File: config.mk
export PLATFORM = sky130hd
export DESIGN_NAME = pico_ctrl_flat
export DESIGN_NICKNAME = d
export VERILOG_FILES = /design/src/rtl/pico_pkg.sv /design/src/rtl/pico_ctrl_if.sv /design/src/rtl/pico_idecode.sv /design/src/rtl/pico_ctrl.sv /design/src/flat_wrapper.sv
export SDC_FILE = /design/constraint.sdc
export NUM_CORES = 1
export LEC_CHECK = 0
export BUFFER_PORTS_ARGS = -buffer_cell sky130_fd_sc_hd__buf_2
export CAP_MARGIN = 40
export CORE_UTILIZATION = 30
export CTS_CLUSTER_SIZE = 40
export DETAILED_ROUTE_END_ITERATION = 6
export PLACE_DENSITY = 0.67
export SETUP_SLACK_MARGIN = 0.4
export SYNTH_ARGS = -nofsm -noshare
export SYNTH_HDL_FRONTEND = slang
export SYNTH_SLANG_ARGS = --single-unit
File: constraint.sdc
create_clock -name clk -period 2.75 [get_ports clk]
set_input_delay 0.1375 -clock clk [delete_from_list [all_inputs] [get_ports clk]]
set_output_delay 0.1375 -clock clk [all_outputs]
set_load 0.02 [all_outputs]
File: src/rtl/pico_pkg.sv
// Shared types and constants for the picoMIPS control unit: datapath sizes,
// instruction field positions, opcode/ALU/state enums and opcode classing.
package pico_pkg;

  localparam int N     = 8;   // datapath width
  localparam int PSIZE = 6;   // program counter width
  localparam int ISIZE = 18;  // instruction width

  // Instruction word layout: op[17:14] rd[13:11] rs[10:8] imm[7:0]
  localparam int OP_HI  = 17;
  localparam int OP_LO  = 14;
  localparam int RD_HI  = 13;
  localparam int RD_LO  = 11;
  localparam int RS_HI  = 10;
  localparam int RS_LO  = 8;
  localparam int IMM_HI = 7;
  localparam int IMM_LO = 0;

  typedef enum logic [3:0] {
    OP_NOP   = 4'd0,
    OP_ADD   = 4'd1,
    OP_SUB   = 4'd2,
    OP_ADDI  = 4'd3,
    OP_MUL   = 4'd4,
    OP_MULI  = 4'd5,
    OP_IN    = 4'd6,
    OP_OUT   = 4'd7,
    OP_BNZ   = 4'd8,
    OP_JMP   = 4'd9,
    OP_WAITR = 4'd10
  } opcode_e;

  typedef enum logic [1:0] {
    ALU_PASSB = 2'b00,
    ALU_SUB   = 2'b01,
    ALU_ADD   = 2'b10,
    ALU_MUL   = 2'b11
  } alu_func_e;

  typedef enum logic [2:0] {
    S_FETCH    = 3'd0,
    S_EXEC     = 3'd1,
    S_WAIT_IN  = 3'd2,
    S_WAIT_REL = 3'd3,
    S_WB       = 3'd4
  } state_e;

  // Coarse behaviour class; everything the FSM and strobe logic need to know.
  typedef enum logic [2:0] {
    CLS_NOP   = 3'd0,
    CLS_ALU   = 3'd1,
    CLS_IN    = 3'd2,
    CLS_OUT   = 3'd3,
    CLS_BNZ   = 3'd4,
    CLS_JMP   = 3'd5,
    CLS_WAITR = 3'd6
  } op_class_e;

  // Undefined opcodes (11..15) fall into the NOP class.
  function automatic op_class_e op_class(input logic [3:0] op);
    case (op)
      OP_ADD, OP_SUB, OP_ADDI,
      OP_MUL, OP_MULI: op_class = CLS_ALU;
      OP_IN:           op_class = CLS_IN;
      OP_OUT:          op_class = CLS_OUT;
      OP_BNZ:          op_class = CLS_BNZ;
      OP_JMP:          op_class = CLS_JMP;
      OP_WAITR:        op_class = CLS_WAITR;
      default:         op_class = CLS_NOP;
    endcase
  endfunction

endpackage

File: src/rtl/pico_ctrl_if.sv
// Bus between the control unit and the rest of the picoMIPS datapath
// (program memory, ALU, register file, PC and the switch input port).
interface pico_ctrl_if;
  import pico_pkg::*;

  logic [ISIZE-1:0] instr;
  logic [N-1:0]     alu_result;
  logic             in_valid;
  logic             in_ack;
  logic [1:0]       ALUFunc;
  logic [2:0]       rd_addr;
  logic [2:0]       rs_addr;
  logic [N-1:0]     imm;
  logic             b_sel;
  logic             wd_sel;
  logic             reg_we;
  logic             out_load;
  logic             pc_inc;
  logic             pc_load;
  logic [PSIZE-1:0] pc_target;
  logic             z_flag;

  // Control unit side
  modport master (
    input  instr, alu_result, in_valid,
    output in_ack, ALUFunc, rd_addr, rs_addr, imm, b_sel, wd_sel,
           reg_we, out_load, pc_inc, pc_load, pc_target, z_flag
  );

  // Datapath side
  modport slave (
    output instr, alu_result, in_valid,
    input  in_ack, ALUFunc, rd_addr, rs_addr, imm, b_sel, wd_sel,
           reg_we, out_load, pc_inc, pc_load, pc_target, z_flag
  );

endinterface

File: src/rtl/pico_idecode.sv
// Combinational instruction decoder: splits IR into fields and derives the
// ALU function, operand/write-data selects and the instruction class.
module pico_idecode
  import pico_pkg::*;
(
  input  logic [ISIZE-1:0] i_ir,
  output op_class_e        o_cls,
  output logic [1:0]       o_alu_func,
  output logic             o_b_sel,
  output logic             o_wd_sel,
  output logic [2:0]       o_rd,
  output logic [2:0]       o_rs,
  output logic [N-1:0]     o_imm
);

  logic [3:0] w_op;

  assign w_op  = i_ir[OP_HI:OP_LO];
  assign o_rd  = i_ir[RD_HI:RD_LO];
  assign o_rs  = i_ir[RS_HI:RS_LO];
  assign o_imm = i_ir[IMM_HI:IMM_LO];
  assign o_cls = op_class(w_op);

  // ALU function and selects per opcode; non-ALU ops leave the ALU in pass-B
  always_comb begin
    o_alu_func = ALU_PASSB;
    o_b_sel    = 1'b0;
    o_wd_sel   = 1'b0;
    case (w_op)
      OP_ADD:  o_alu_func = ALU_ADD;
      OP_SUB:  o_alu_func = ALU_SUB;
      OP_ADDI: begin
        o_alu_func = ALU_ADD;
        o_b_sel    = 1'b1;
      end
      OP_MUL:  o_alu_func = ALU_MUL;
      OP_MULI: begin
        o_alu_func = ALU_MUL;
        o_b_sel    = 1'b1;
      end
      OP_IN:   o_wd_sel = 1'b1;
      default: ;
    endcase
  end

endmodule

File: src/rtl/pico_ctrl.sv
// picoMIPS multicycle control unit. Holds the instruction register, the
// FETCH/EXEC/WAIT/WB sequencer, the zero flag and the one-cycle WB strobes.
module pico_ctrl
  import pico_pkg::*;
(
  input  logic       clk,
  input  logic       reset,
  pico_ctrl_if.master bus
);

  state_e           r_state;
  logic [ISIZE-1:0] r_ir;
  logic             r_z;
  logic             r_reg_we;
  logic             r_in_ack;
  logic             r_out_load;
  logic             r_pc_inc;
  logic             r_pc_load;

  op_class_e        w_cls;
  op_class_e        w_fetch_cls;
  logic [1:0]       w_alu_func;
  logic             w_b_sel;
  logic             w_wd_sel;
  logic [2:0]       w_rd;
  logic [2:0]       w_rs;
  logic [N-1:0]     w_imm;

  logic             w_reg_we;
  logic             w_in_ack;
  logic             w_out_load;
  logic             w_pc_inc;
  logic             w_pc_load;

  pico_idecode u_idecode (
    .i_ir       (r_ir),
    .o_cls      (w_cls),
    .o_alu_func (w_alu_func),
    .o_b_sel    (w_b_sel),
    .o_wd_sel   (w_wd_sel),
    .o_rd       (w_rd),
    .o_rs       (w_rs),
    .o_imm      (w_imm)
  );

  // Class of the word on the instruction bus, used to pick the FETCH successor
  assign w_fetch_cls = op_class(bus.instr[OP_HI:OP_LO]);

  // Strobe pattern to register on entry to WB; BNZ sees z_flag as it stands now,
  // which already includes an ALU op retired just before it
  always_comb begin
    w_reg_we   = (w_cls == CLS_ALU) || (w_cls == CLS_IN);
    w_in_ack   = (w_cls == CLS_IN);
    w_out_load = (w_cls == CLS_OUT);
    w_pc_load  = (w_cls == CLS_JMP) || ((w_cls == CLS_BNZ) && !r_z);
    w_pc_inc   = !w_pc_load;
  end

  // Sequencer, IR, zero flag and registered WB strobes
  always_ff @(posedge clk or posedge reset) begin
    if (reset) begin
      r_state    <= S_FETCH;
      r_ir       <= '0;
      r_z        <= 1'b0;
      r_reg_we   <= 1'b0;
      r_in_ack   <= 1'b0;
      r_out_load <= 1'b0;
      r_pc_inc   <= 1'b0;
      r_pc_load  <= 1'b0;
    end else begin
      r_reg_we   <= 1'b0;
      r_in_ack   <= 1'b0;
      r_out_load <= 1'b0;
      r_pc_inc   <= 1'b0;
      r_pc_load  <= 1'b0;
      case (r_state)
        S_FETCH: begin
          r_ir <= bus.instr;
          case (w_fetch_cls)
            CLS_IN:    r_state <= S_WAIT_IN;
            CLS_WAITR: r_state <= S_WAIT_REL;
            default:   r_state <= S_EXEC;
          endcase
        end
        S_EXEC: begin
          r_state    <= S_WB;
          r_reg_we   <= w_reg_we;
          r_in_ack   <= w_in_ack;
          r_out_load <= w_out_load;
          r_pc_inc   <= w_pc_inc;
          r_pc_load  <= w_pc_load;
        end
        S_WAIT_IN: begin
          if (bus.in_valid) begin
            r_state    <= S_WB;
            r_reg_we   <= w_reg_we;
            r_in_ack   <= w_in_ack;
            r_out_load <= w_out_load;
            r_pc_inc   <= w_pc_inc;
            r_pc_load  <= w_pc_load;
          end
        end
        S_WAIT_REL: begin
          if (!bus.in_valid) begin
            r_state    <= S_WB;
            r_reg_we   <= w_reg_we;
            r_in_ack   <= w_in_ack;
            r_out_load <= w_out_load;
            r_pc_inc   <= w_pc_inc;
            r_pc_load  <= w_pc_load;
          end
        end
        S_WB: begin
          r_state <= S_FETCH;
          if (w_cls == CLS_ALU)
            r_z <= (bus.alu_result == '0);
        end
        default: r_state <= S_FETCH;
      endcase
    end
  end

  assign bus.ALUFunc   = w_alu_func;
  assign bus.rd_addr   = w_rd;
  assign bus.rs_addr   = w_rs;
  assign bus.imm       = w_imm;
  assign bus.b_sel     = w_b_sel;
  assign bus.wd_sel    = w_wd_sel;
  assign bus.reg_we    = r_reg_we;
  assign bus.in_ack    = r_in_ack;
  assign bus.out_load  = r_out_load;
  assign bus.pc_inc    = r_pc_inc;
  assign bus.pc_load   = r_pc_load;
  assign bus.pc_target = w_imm[PSIZE-1:0];
  assign bus.z_flag    = r_z;

endmodule

File: src/flat_wrapper.sv
// flat-port wrapper written by rule: the top's interface ports become plain ports
module pico_ctrl_flat import pico_pkg::*;
  (clk, reset, bus_instr, bus_alu_result, bus_in_valid, bus_in_ack, bus_ALUFunc, bus_rd_addr, bus_rs_addr, bus_imm, bus_b_sel, bus_wd_sel, bus_reg_we, bus_out_load, bus_pc_inc, bus_pc_load, bus_pc_target, bus_z_flag);
  pico_ctrl_if bus_i ();
  input  logic clk;
  input  logic reset;
  input wire logic [$bits(bus_i.instr)-1:0] bus_instr;
  input wire logic [$bits(bus_i.alu_result)-1:0] bus_alu_result;
  input wire logic [$bits(bus_i.in_valid)-1:0] bus_in_valid;
  output wire logic [$bits(bus_i.in_ack)-1:0] bus_in_ack;
  output wire logic [$bits(bus_i.ALUFunc)-1:0] bus_ALUFunc;
  output wire logic [$bits(bus_i.rd_addr)-1:0] bus_rd_addr;
  output wire logic [$bits(bus_i.rs_addr)-1:0] bus_rs_addr;
  output wire logic [$bits(bus_i.imm)-1:0] bus_imm;
  output wire logic [$bits(bus_i.b_sel)-1:0] bus_b_sel;
  output wire logic [$bits(bus_i.wd_sel)-1:0] bus_wd_sel;
  output wire logic [$bits(bus_i.reg_we)-1:0] bus_reg_we;
  output wire logic [$bits(bus_i.out_load)-1:0] bus_out_load;
  output wire logic [$bits(bus_i.pc_inc)-1:0] bus_pc_inc;
  output wire logic [$bits(bus_i.pc_load)-1:0] bus_pc_load;
  output wire logic [$bits(bus_i.pc_target)-1:0] bus_pc_target;
  output wire logic [$bits(bus_i.z_flag)-1:0] bus_z_flag;
  assign bus_i.instr = bus_instr;
  assign bus_i.alu_result = bus_alu_result;
  assign bus_i.in_valid = bus_in_valid;
  assign bus_in_ack = bus_i.in_ack;
  assign bus_ALUFunc = bus_i.ALUFunc;
  assign bus_rd_addr = bus_i.rd_addr;
  assign bus_rs_addr = bus_i.rs_addr;
  assign bus_imm = bus_i.imm;
  assign bus_b_sel = bus_i.b_sel;
  assign bus_wd_sel = bus_i.wd_sel;
  assign bus_reg_we = bus_i.reg_we;
  assign bus_out_load = bus_i.out_load;
  assign bus_pc_inc = bus_i.pc_inc;
  assign bus_pc_load = bus_i.pc_load;
  assign bus_pc_target = bus_i.pc_target;
  assign bus_z_flag = bus_i.z_flag;
  pico_ctrl u_core (.clk(clk), .reset(reset), .bus(bus_i));
endmodule
==> results.json <==
{
  "timing.hold.ws_ns": 0.0887,
  "path_class": "reg2reg",
  "setup_viol": 0,
  "ctsRootBufferMaster": "clkbuf_8",
  "drv_cap": 0,
  "status": "completed",
  "antennaDiodeCount": 0,
  "drc_errors": 0,
  "synth.net_count": 138,
  "grt_usage": 0.101,
  "path_delay_family": "flip-flops",
  "nFillCells": 402,
  "cts_sinks": 27,
  "skew_ns": 0.00399,
  "arrival_ns": 1.75,
  "wirelength_um": 2320,
  "grt_pass1_vias": 768,
  "syn_area_sq_um": 1300,
  "ys_types": 26,
  "io_pins": 59,
  "final.setup.tns_ns": 0,
  "synthCells": 109,
  "path_clk_slew_ns": 0.09,
  "ant_nets": 0,
  "rows": 23,
  "max_stage_delay_ns": 0.45,
  "finalHoldViolCount": 0,
  "initial_utilization": 0.318,
  "async_flop_share": 1.00,
  "path_cells": "nor3_4 -> buf_4 -> mux2_2",
  "cts_max_level": 1,
  "io_buffer_count": 58,
  "critPathBufInv": 1,
  "die_w_um": 67.9,
  "setup_ws_ns": 1.16,
  "cts_resized": 0,
  "crit_fanout": 12,
  "syn2layout_area_growth_pct": 21.4,
  "power.density_nw_per_um2": 1190,
  "layout_worst_path_cycle_share": 0.580,
  "cts_tree": "built",
  "cts_buffers": 3,
  "post_cts_buffers": 0,
  "place_ws_ns": 1.16,
  "routedWlPerCell_um": 11.4,
  "overflow": 0,
  "peakVddDrop_mv": 0.462,
  "crit_slowest_cell": "dfrtp_1",
  "syn_area_per_cell_sq_um": 11.9,
  "hold_class": "in2reg",
  "antenna_found_initial": 0,
  "grt_pass1_wl_um": 3460,
  "fin_crit_ns": 1.59,
  "clockBufferDepth": 2,
  "dpl.hpwl_um": 1800,
  "synth_seq_area_share": 0.519,
  "relSlewSlack": 0.599,
  "drive_gt1_frac": 0.542,
  "rsz0062_at_grt": "false",
  "die_h_um": 67.9,
  "synth-edff-count": 0,
  "required_ns": 2.91,
  "start_kind": "flip-flop",
  "synthFlopType": "dfrtp_1",
  "dieArea_sq_um": 4600,
  "p_leak_nw": 0.793,
  "finalPower_mw": 1.88,
  "grt_max_degree": 16,
  "gp_congestion": 0.669,
  "vias_per_cell": 4.48,
  "first_iter_violations": 30,
  "clkLatencyLatePin_ns": 0.27,
  "fmax_mhz": 627,
  "cp-end-kind": "flip-flop",
  "ys_ff_latch": 27,
  "drv_slew": 0,
  "fin_nets": 183,
  "yosysWarningCount": 0,
  "dr_total_vias": 910,
  "tightestPinTransition_ns": 0.600,
  "drtPass1Iterations": 4,
  "core_sq_um": 4090,
  "finish.utilization": 0.387
}
==> logic make-up (layout without fill, tap and decap cells) <==
logic type,Yosys count,count (layout),synth area share
AO/OA/AOI/OAI,10,10,0.0442
XOR/XNOR,2,2,0.0135
multiplexers,19,19,0.163
buffers and inverters,25,69,0.138
AND/OR/NAND/NOR,26,26,0.121
flip-flops,27,27,0.519
==> path summary, 6_finish.rpt <==
| check | startpoint | depth (start not counted) | slack [ns] | end |
|---|---|---|---|---|
| max in group asynchronous | reset | 4 | 1.80 | u_core.bus.pc_load |
| setup reg to reg | u_core.r_state[2] | 3 | 1.16 | u_core.r_ir[7] |
| min in group asynchronous | reset | 3 | 0.47 | u_core.r_ir[13] |
| hold / removal | bus_instr[0] | 2 | 0.09 | u_core.r_ir[0] |
| hold reg to reg | u_core.r_ir[10] | 1 | 0.52 | u_core.r_ir[10] |
| setup / recovery | u_core.r_state[2] | 3 | 1.16 | u_core.r_ir[7] |
==> synth_stat cells (2+ instances only) <==
cell type / instances / area, sq um
nor2b_1: 2 / 12.5
inv_1: 4 / 15.0
mux2_2: 18 / 203
dfrtp_1: 27 / 676
or3_1: 2 / 12.5
a21oi_1: 6 / 30.0
nor2_1: 4 / 15.0
buf_4: 20 / 150
nand2_1: 5 / 18.8
nor4_1: 2 / 12.5
nand2b_1: 4 / 25.0
==> state kept, by name, indices dropped and copies added, names as in the netlist <==
register and cells:
u_core.bus.pc_inc 1, u_core.bus.reg_we 1, u_core.bus.out_load 1, u_core.bus.in_ack 1, u_core.r_state 3, u_core.r_ir 18, u_core.bus.pc_load 1, u_core.bus.z_flag 1
==> cell type report <==
type	count	area, sq um	area share
Sequential cell	27	676	0.428
Multi-Input combinational cell	57	445	0.282
Timing Repair Buffer	61	335	0.212
Tap cell	50	62.6	0.0396
Clock buffer	3	41.3	0.0261
Inverter	4	15.0	0.00950
Clock inverter	1	5.00	0.00317
==> stage by stage <==
stage               instance area (sq um)  instances
floorplan                            1300        109
global placement                     1500        197
detailed placement                   1520        198
CTS                                  1580        203
global route                         1580        203
finish                               1580        203
==> power by group <==
group | internal (mW) | switching, mW
Sequential | 0.570 | 0.145
Combinational | 0.420 | 0.516
Clock | 0.101 | 0.124
==> repair_timing <==
action / CTS / global route
hold buffers: 1 / 0
setup endpoints to repair: 0 / 0
endpoints found under the hold margin: 12 / 0
==> routing by layer <==
metal  track usage  vias up  wire length (um)
met5             0        -                 0
met1         0.135      424              1060
met4        0.0391        0                14
met2         0.158       41              1100
met3        0.0233        2               153
li1              -      443                 -
==> cells in the final DEF, fill, tap and decap left out, drive strengths merged, types with 2 or more instances in the layout <==
master	instances
mux2	18
or3	2
clkbuf	3
nand2	5
nor2	4
nor2b	2
nor3	2
nand2b	4
buf	60
dfrtp	27
nor4	2
inv	4
a21oi	6
==> worst reg2reg max path: cells and delay by family, from the launching register on <==
| family | cells | cell delay (ns) |
|---|---|---|
| and+or+nand+nor | 1 | 0.39 |
| DFF | 1 | 0.45 |
| buffers and inverters | 1 | 0.28 |
| muxes | 1 | 0.36 |
Power figures use the tool's default switching activity.
